===== src/rtl/sram_arbiter.sv =====
// -----------------------------------------------------------------------------
// sram_arbiter
//
// Two-into-one arbiter for the sram protocol. It merges the CPU core's
// instruction-fetch port (i_*) and load/store port (d_*) onto a single
// unified sram slave (m_*) with a fixed 1-cycle read latency.
//
// Conflicting requests are resolved in the same cycle. The loser is stalled
// and must hold its request. Each read response is steered back to the port
// that issued it and is held there until that port's next response.
//
// Configuration macro:
//   SRAM_ARB_RR_EN  defined   : round-robin on conflict cycles. The winner is
//                               the port that did not win the last conflict.
//                   undefined : fixed DATA priority. A continuous stream of
//                               data requests can starve INST.
//
// Parameters:
//   ADDR_W   address width
//   DATA_W   data width
//
// Ports:
//   clk, rst            clock and asynchronous active-high reset
//   i_en / i_addr       instruction read request
//   i_we / i_data_w     present for protocol symmetry, ignored (read-only port)
//   i_data_r, i_rvalid  instruction read data; i_rvalid pulses when fresh
//   i_stall             instruction request not accepted this cycle
//   d_en / d_we         data request; d_we == 0 is a read
//   d_addr / d_data_w   data address and store data
//   d_data_r, d_rvalid  load read data; d_rvalid pulses when fresh
//   d_stall             data request not accepted this cycle
//   m_en / m_we         memory enable and byte write enables
//   m_addr / m_data_w   memory address and write data
//   m_data_r            memory read data, valid 1 cycle after an accepted read
// -----------------------------------------------------------------------------
module sram_arbiter #(
  parameter int ADDR_W = 32,
  parameter int DATA_W = 32
) (
  input  logic              clk,
  input  logic              rst,

  input  logic              i_en,
  input  logic [3:0]        i_we,
  input  logic [ADDR_W-1:0] i_addr,
  input  logic [DATA_W-1:0] i_data_w,
  output logic [DATA_W-1:0] i_data_r,
  output logic              i_rvalid,
  output logic              i_stall,

  input  logic              d_en,
  input  logic [3:0]        d_we,
  input  logic [ADDR_W-1:0] d_addr,
  input  logic [DATA_W-1:0] d_data_w,
  output logic [DATA_W-1:0] d_data_r,
  output logic              d_rvalid,
  output logic              d_stall,

  output logic              m_en,
  output logic [3:0]        m_we,
  output logic [ADDR_W-1:0] m_addr,
  output logic [DATA_W-1:0] m_data_w,
  input  logic [DATA_W-1:0] m_data_r
);

  // Which port owns the read data arriving on m_data_r this cycle.
  typedef enum logic [1:0] {
    OWN_NONE = 2'd0,
    OWN_INST = 2'd1,
    OWN_DATA = 2'd2
  } owner_t;

  owner_t            r_owner;
  owner_t            w_owner_next;
  logic [DATA_W-1:0] r_i_hold;
  logic [DATA_W-1:0] r_d_hold;

  logic              w_conflict;
  logic              w_data_wins;
  logic              w_grant_i;
  logic              w_grant_d;

  // The instruction port is read-only, so its write-side inputs have no
  // function. They are collected here so it is clear they are dropped on
  // purpose.
  logic              w_unused;
  assign w_unused = ^{i_we, i_data_w};

  assign w_conflict = i_en & d_en;

`ifdef SRAM_ARB_RR_EN
  typedef enum logic {
    PORT_INST = 1'b0,
    PORT_DATA = 1'b1
  } port_t;

  port_t r_last_grant;

  // DATA wins a conflict only if INST won the previous one. Reset leaves
  // INST as the last grant, so DATA wins the first conflict.
  assign w_data_wins = (r_last_grant == PORT_INST);

  // last_grant only moves on conflict cycles. Uncontested grants do not
  // affect fairness.
  // NOTE: state registers use non-blocking assignments so every flop samples
  // pre-edge values regardless of block ordering.
  always_ff @(posedge clk or posedge rst) begin
    if (rst) begin
      r_last_grant <= PORT_INST;
    end else if (w_conflict) begin
      r_last_grant <= w_grant_d ? PORT_DATA : PORT_INST;
    end
  end
`else
  // Fixed priority: DATA always wins a conflict.
  assign w_data_wins = 1'b1;
`endif

  // ---------------------------------------------------------------------------
  // Grant and stall (combinational, same cycle as the request)
  // ---------------------------------------------------------------------------
  assign w_grant_d = d_en & (~i_en | w_data_wins);
  assign w_grant_i = i_en & (~d_en | ~w_data_wins);

  assign i_stall   = i_en & ~w_grant_i;
  assign d_stall   = d_en & ~w_grant_d;

  // ---------------------------------------------------------------------------
  // Memory drive. The instruction port never writes, so m_we is forced to
  // zero whenever INST holds the grant.
  // ---------------------------------------------------------------------------
  assign m_en     = w_grant_i | w_grant_d;
  assign m_we     = w_grant_d ? d_we : 4'b0000;
  assign m_addr   = w_grant_d ? d_addr : i_addr;
  assign m_data_w = w_grant_d ? d_data_w : '0;

  // ---------------------------------------------------------------------------
  // Response owner: a two-process state register. Writes produce no response,
  // so a data write leaves the owner at NONE.
  // ---------------------------------------------------------------------------
  // NOTE: every always_comb output gets a default first, so no path can leave
  // it unassigned and infer a latch.
  always_comb begin
    w_owner_next = OWN_NONE;
    if (w_grant_i) begin
      w_owner_next = OWN_INST;
    end else if (w_grant_d && (d_we == 4'b0000)) begin
      w_owner_next = OWN_DATA;
    end
  end

  // An async reset clears the owner, which drops any outstanding response.
  // No rvalid can appear after reset until a new grant.
  always_ff @(posedge clk or posedge rst) begin
    if (rst) begin
      r_owner <= OWN_NONE;
    end else begin
      r_owner <= w_owner_next;
    end
  end

  // ---------------------------------------------------------------------------
  // Response hold registers. In the response cycle the port sees m_data_r
  // directly. The hold register captures that value at the same edge, so the
  // data stays stable while the core stalls or idles.
  // ---------------------------------------------------------------------------
  // NOTE: the hold registers are reset, unlike a plain data path, because the
  // read-data outputs must read as zero after reset.
  always_ff @(posedge clk or posedge rst) begin
    if (rst) begin
      r_i_hold <= '0;
      r_d_hold <= '0;
    end else begin
      if (r_owner == OWN_INST) r_i_hold <= m_data_r;
      if (r_owner == OWN_DATA) r_d_hold <= m_data_r;
    end
  end

  assign i_rvalid = (r_owner == OWN_INST);
  assign d_rvalid = (r_owner == OWN_DATA);
  assign i_data_r = i_rvalid ? m_data_r : r_i_hold;
  assign d_data_r = d_rvalid ? m_data_r : r_d_hold;

endmodule


===== config.mk =====
export PLATFORM = sky130hd
export DESIGN_NAME = sram_arbiter
export DESIGN_NICKNAME = d
export VERILOG_FILES = /design/src/rtl/sram_arbiter.sv
export SDC_FILE = /design/constraint.sdc
export NUM_CORES = 1
export LEC_CHECK = 0
export CORE_AREA = 2 2 120 122
export DETAILED_ROUTE_END_ITERATION = 8
export DIE_AREA = 0 0 122 124
export GPL_TIMING_DRIVEN = 0
export PLACE_DENSITY = 0.74
export SYNTH_ARGS = -nofsm -noshare
export SYNTH_HDL_FRONTEND = slang
export SYNTH_SLANG_ARGS = --single-unit

===== constraint.sdc =====
create_clock -name clk -period 1.7 [get_ports clk]
set_input_delay 0.17 -clock clk [delete_from_list [all_inputs] [get_ports clk]]
set_output_delay 0.17 -clock clk [all_outputs]
set_load 0.05 [all_outputs]

==> results by group <==
Run status
  • Status: finished with violations
  • Failing checks: setup timing

STA
  • Worst setup margin: -0.132 ns
  • Fmax: 546 MHz
  • Final Setup Violations: 62
  • Final Critical Period: 1.83 ns
  • Least-Margin Pin Slew: 0.678 ns
  • Max transition margin: 55.0%
  • Final Skew: 0.00575 ns
  • Tcrit/Tclk final: 108%
  • Max-slew violation count: 0
  • Hold Slack: 0.297 ns
  • Unrepaired setup endpoints after global routing: true
  • Final-report hold violation count: 0

Placed design
  • IO buf count: 270
  • Detailed placement HPWL: 10500 µm
  • RePlAce Congestion: 0.784

Synthesis
  • Mean Syn Cell Area: 14.9 µm²
  • Top post-synthesis cells by area: dfrtp_1, mux2_4, mux2_2
  • Sequential area share after synthesis: 49.2%
  • Mapped cell area: 3360 µm²
  • Count of different cell masters after synthesis: 14
  • Net Count, Synth: 397
  • Synthesized flop and latch total: 66
  • Yosys top cell by area: dfrtp_1
  • YS warnings: 0
  • Synth top area share: 49.2%
  • Number of cells produced by synthesis: 225

Setup path
  • Setup Crit Path Kind: reg2out
  • CP Buf/Inv Count: 3
  • CP arrival: 1.66 ns
  • R2R Path End: r_d_hold[1]$_DFF_PP0_
  • Slowest CP cell: dfrtp_1
  • CP top delay family: buffers and inverters
  • Worst EP required: 1.53 ns
  • Critical Path Sink Type: output port
  • Worst path cell trace: nand2b_1 -> buf_12 -> clkbuf_16 -> mux2_4 -> buf_6
  • Worst reg-to-reg path cell count: 5
  • CP startpoint kind: flop
  • Worst path max stage delay: 0.36 ns
  • R2R Path Start: r_owner[1]$_DFF_PP0_
  • Crit path max fanout: 9
  • Flop-to-flop setup slack: 0.36 ns

Routing
  • 1st-iter DRT viols: 75
  • Vias: 2898
  • DRC viols: 0
  • Number of iterations in the first detailed-routing pass: 4
  • Via density: 4.15
  • Final WL: 13000 µm
  • Wire per inst: 18.6 µm
  • DRT antenna net count: 0

Flow run
  • Max Cap Violations: 0

Die
  • Rows: 43
  • Die Width: 122 µm
  • Die Height: 124 µm
  • Core area: 13700 µm²
  • Starting density of the core: 24.5%
  • Top Ports: 309
  • Full die area: 15100 µm²

Clock tree
  • Worst skew pair latency: 0.32 ns
  • Hold bufs inserted after CTS: 0
  • Clk slew on worst S/H paths: 0.06 ns
  • CTS Buffer Depth: 2
  • Clock Tree Root: clkbuf_16
  • CTS tree: done
  • Clock sinks: 66
  • CTS buffer count: 9
  • H-tree Lvls: 3

Pwr
  • Final total power: 7.41 mW
  • Power per cell area: 1090 nW/µm²
  • Leak: 3.20 nW
  • Peak VDD IR: 0.497 mV

Global route
  • Largest net degree at the start of global routing: 67
  • Initial antenna violation count: 0
  • Vias in the first global route: 3193
  • Gr usage total: 16.3%
  • GR Overflow Total: 0
  • First-pass GRT wire length: 18400 µm

Finish
  • Fraction of layout cells with a size suffix above 1: 38.9%
  • Ant. Diodes: 0
  • Fin util: 49.6%
  • Final net count: 686
  • Area Overhead vs Synth: 102%

Min path
  • Hold Path Class: in2async
[synthesized netlist by cell type]
| cell type | number |
|---|---|
| clkbuf_1 | 4 |
| inv_1 | 2 |
| buf_2 | 4 |
| or2_2 | 1 |
| mux2_2 | 38 |
| nand2b_1 | 1 |
| conb_1 | 1 |
| nor2b_1 | 2 |
| dfrtp_1 | 66 |
| buf_6 | 7 |
| buf_4 | 2 |
| and2_1 | 38 |
| nor4_1 | 1 |
| mux2_4 | 58 |
[worst max-delay path by stage]
| stage | from | to | slack (ns) | cells after the start |
|---|---|---|---|---|
| finish | r_owner[1]$_DFF_PP0_ | i_data_r[12] | -0.13 | 5 |
| global route | r_owner[1]$_DFF_PP0_ | i_data_r[27] | -0.19 | 5 |
| CTS | r_owner[0]$_DFF_PP0_ | d_data_r[27] | -0.17 | 5 |
| detailed placement | r_owner[0]$_DFF_PP0_ | d_data_r[27] | -0.41 | 5 |
| global placement | r_owner[0]$_DFF_PP0_ | d_data_r[27] | -0.41 | 5 |
| floorplan | r_owner[0]$_DFF_PP0_ | d_data_r[22] | 0.30 | 4 |
[layout make-up]
type,instances,area (µm²)
Inverter,2,11.3
Sequential cell,66,1650
Clock buffer,11,253
Multi-Input combinational cell,140,1590
Fill cell,1248,6920
Tap cell,180,225
Timing Repair Buffer,278,2820
Clock inverter,5,52.6
Buffer,17,194
[state kept, by name (all words and copies together) (netlist names)]
| signal | cells |
|---|---|
| r_d_hold | 32 |
| r_i_hold | 32 |
| r_owner | 2 |
[stage by stage]
stage | TNS [ns] | cell area, µm² | std cells | setup slack (ns)
after floorplan | 0 | 3360 | 225 | 0.298
after global placement | -30.10 | 6290 | 675 | -0.407
after global routing | -10.46 | 6800 | 699 | -0.194
final | -6.07 | 6800 | 699 | -0.132
after detailed placement | -33.87 | 6290 | 675 | -0.415
after CTS | -7.29 | 6620 | 691 | -0.170
[cells in the final DEF, fill, tap and decap left out, types with 2 or more instances in the layout]
| master | synthesis | layout |
|---|---|---|
| and2_1 | 38 | 38 |
| buf_12 | 0 | 8 |
| buf_2 | 4 | 5 |
| buf_4 | 2 | 6 |
| buf_6 | 7 | 63 |
| buf_8 | 0 | 2 |
| clkbuf_1 | 4 | 4 |
| clkbuf_16 | 0 | 12 |
| clkbuf_8 | 0 | 2 |
| clkdlybuf4s15_1 | 0 | 3 |
| clkdlybuf4s50_1 | 0 | 134 |
| clkinv_2 | 0 | 3 |
| clkinvlp_4 | 0 | 2 |
| dfrtp_1 | 66 | 66 |
| dlygate4sd2_1 | 0 | 67 |
| mux2_2 | 38 | 34 |
| mux2_4 | 58 | 62 |
[routing by layer]
metal  vias up  part of all wire, %  track usage, %
li1       1339                    -               -
met2       147                   54            29.2
met5         -                    0               0
met3        14                  9.4            6.14
met1      1398                   35            17.7
met4         0                  1.8            5.39
[logic make-up after synthesis]
group / synth area share, %
buffers and inverters: 4.06
other: 0.112
AND/OR/NAND/NOR: 8.01
flip-flops: 49.2
multiplexers: 38.7
[repair_timing]
item / CTS / global route
gates resized for setup: 536 / 22
setup buffers: 0 / 4
cloned: 0 / 3
endpoints found under the setup margin: 136 / 68
[power breakdown]
group,switching (mW),internal (mW)
sequential,0.0919,1.87
combinational,2.10,1.48
clock,0.662,1.21
(Power assumes the default switching activity.)
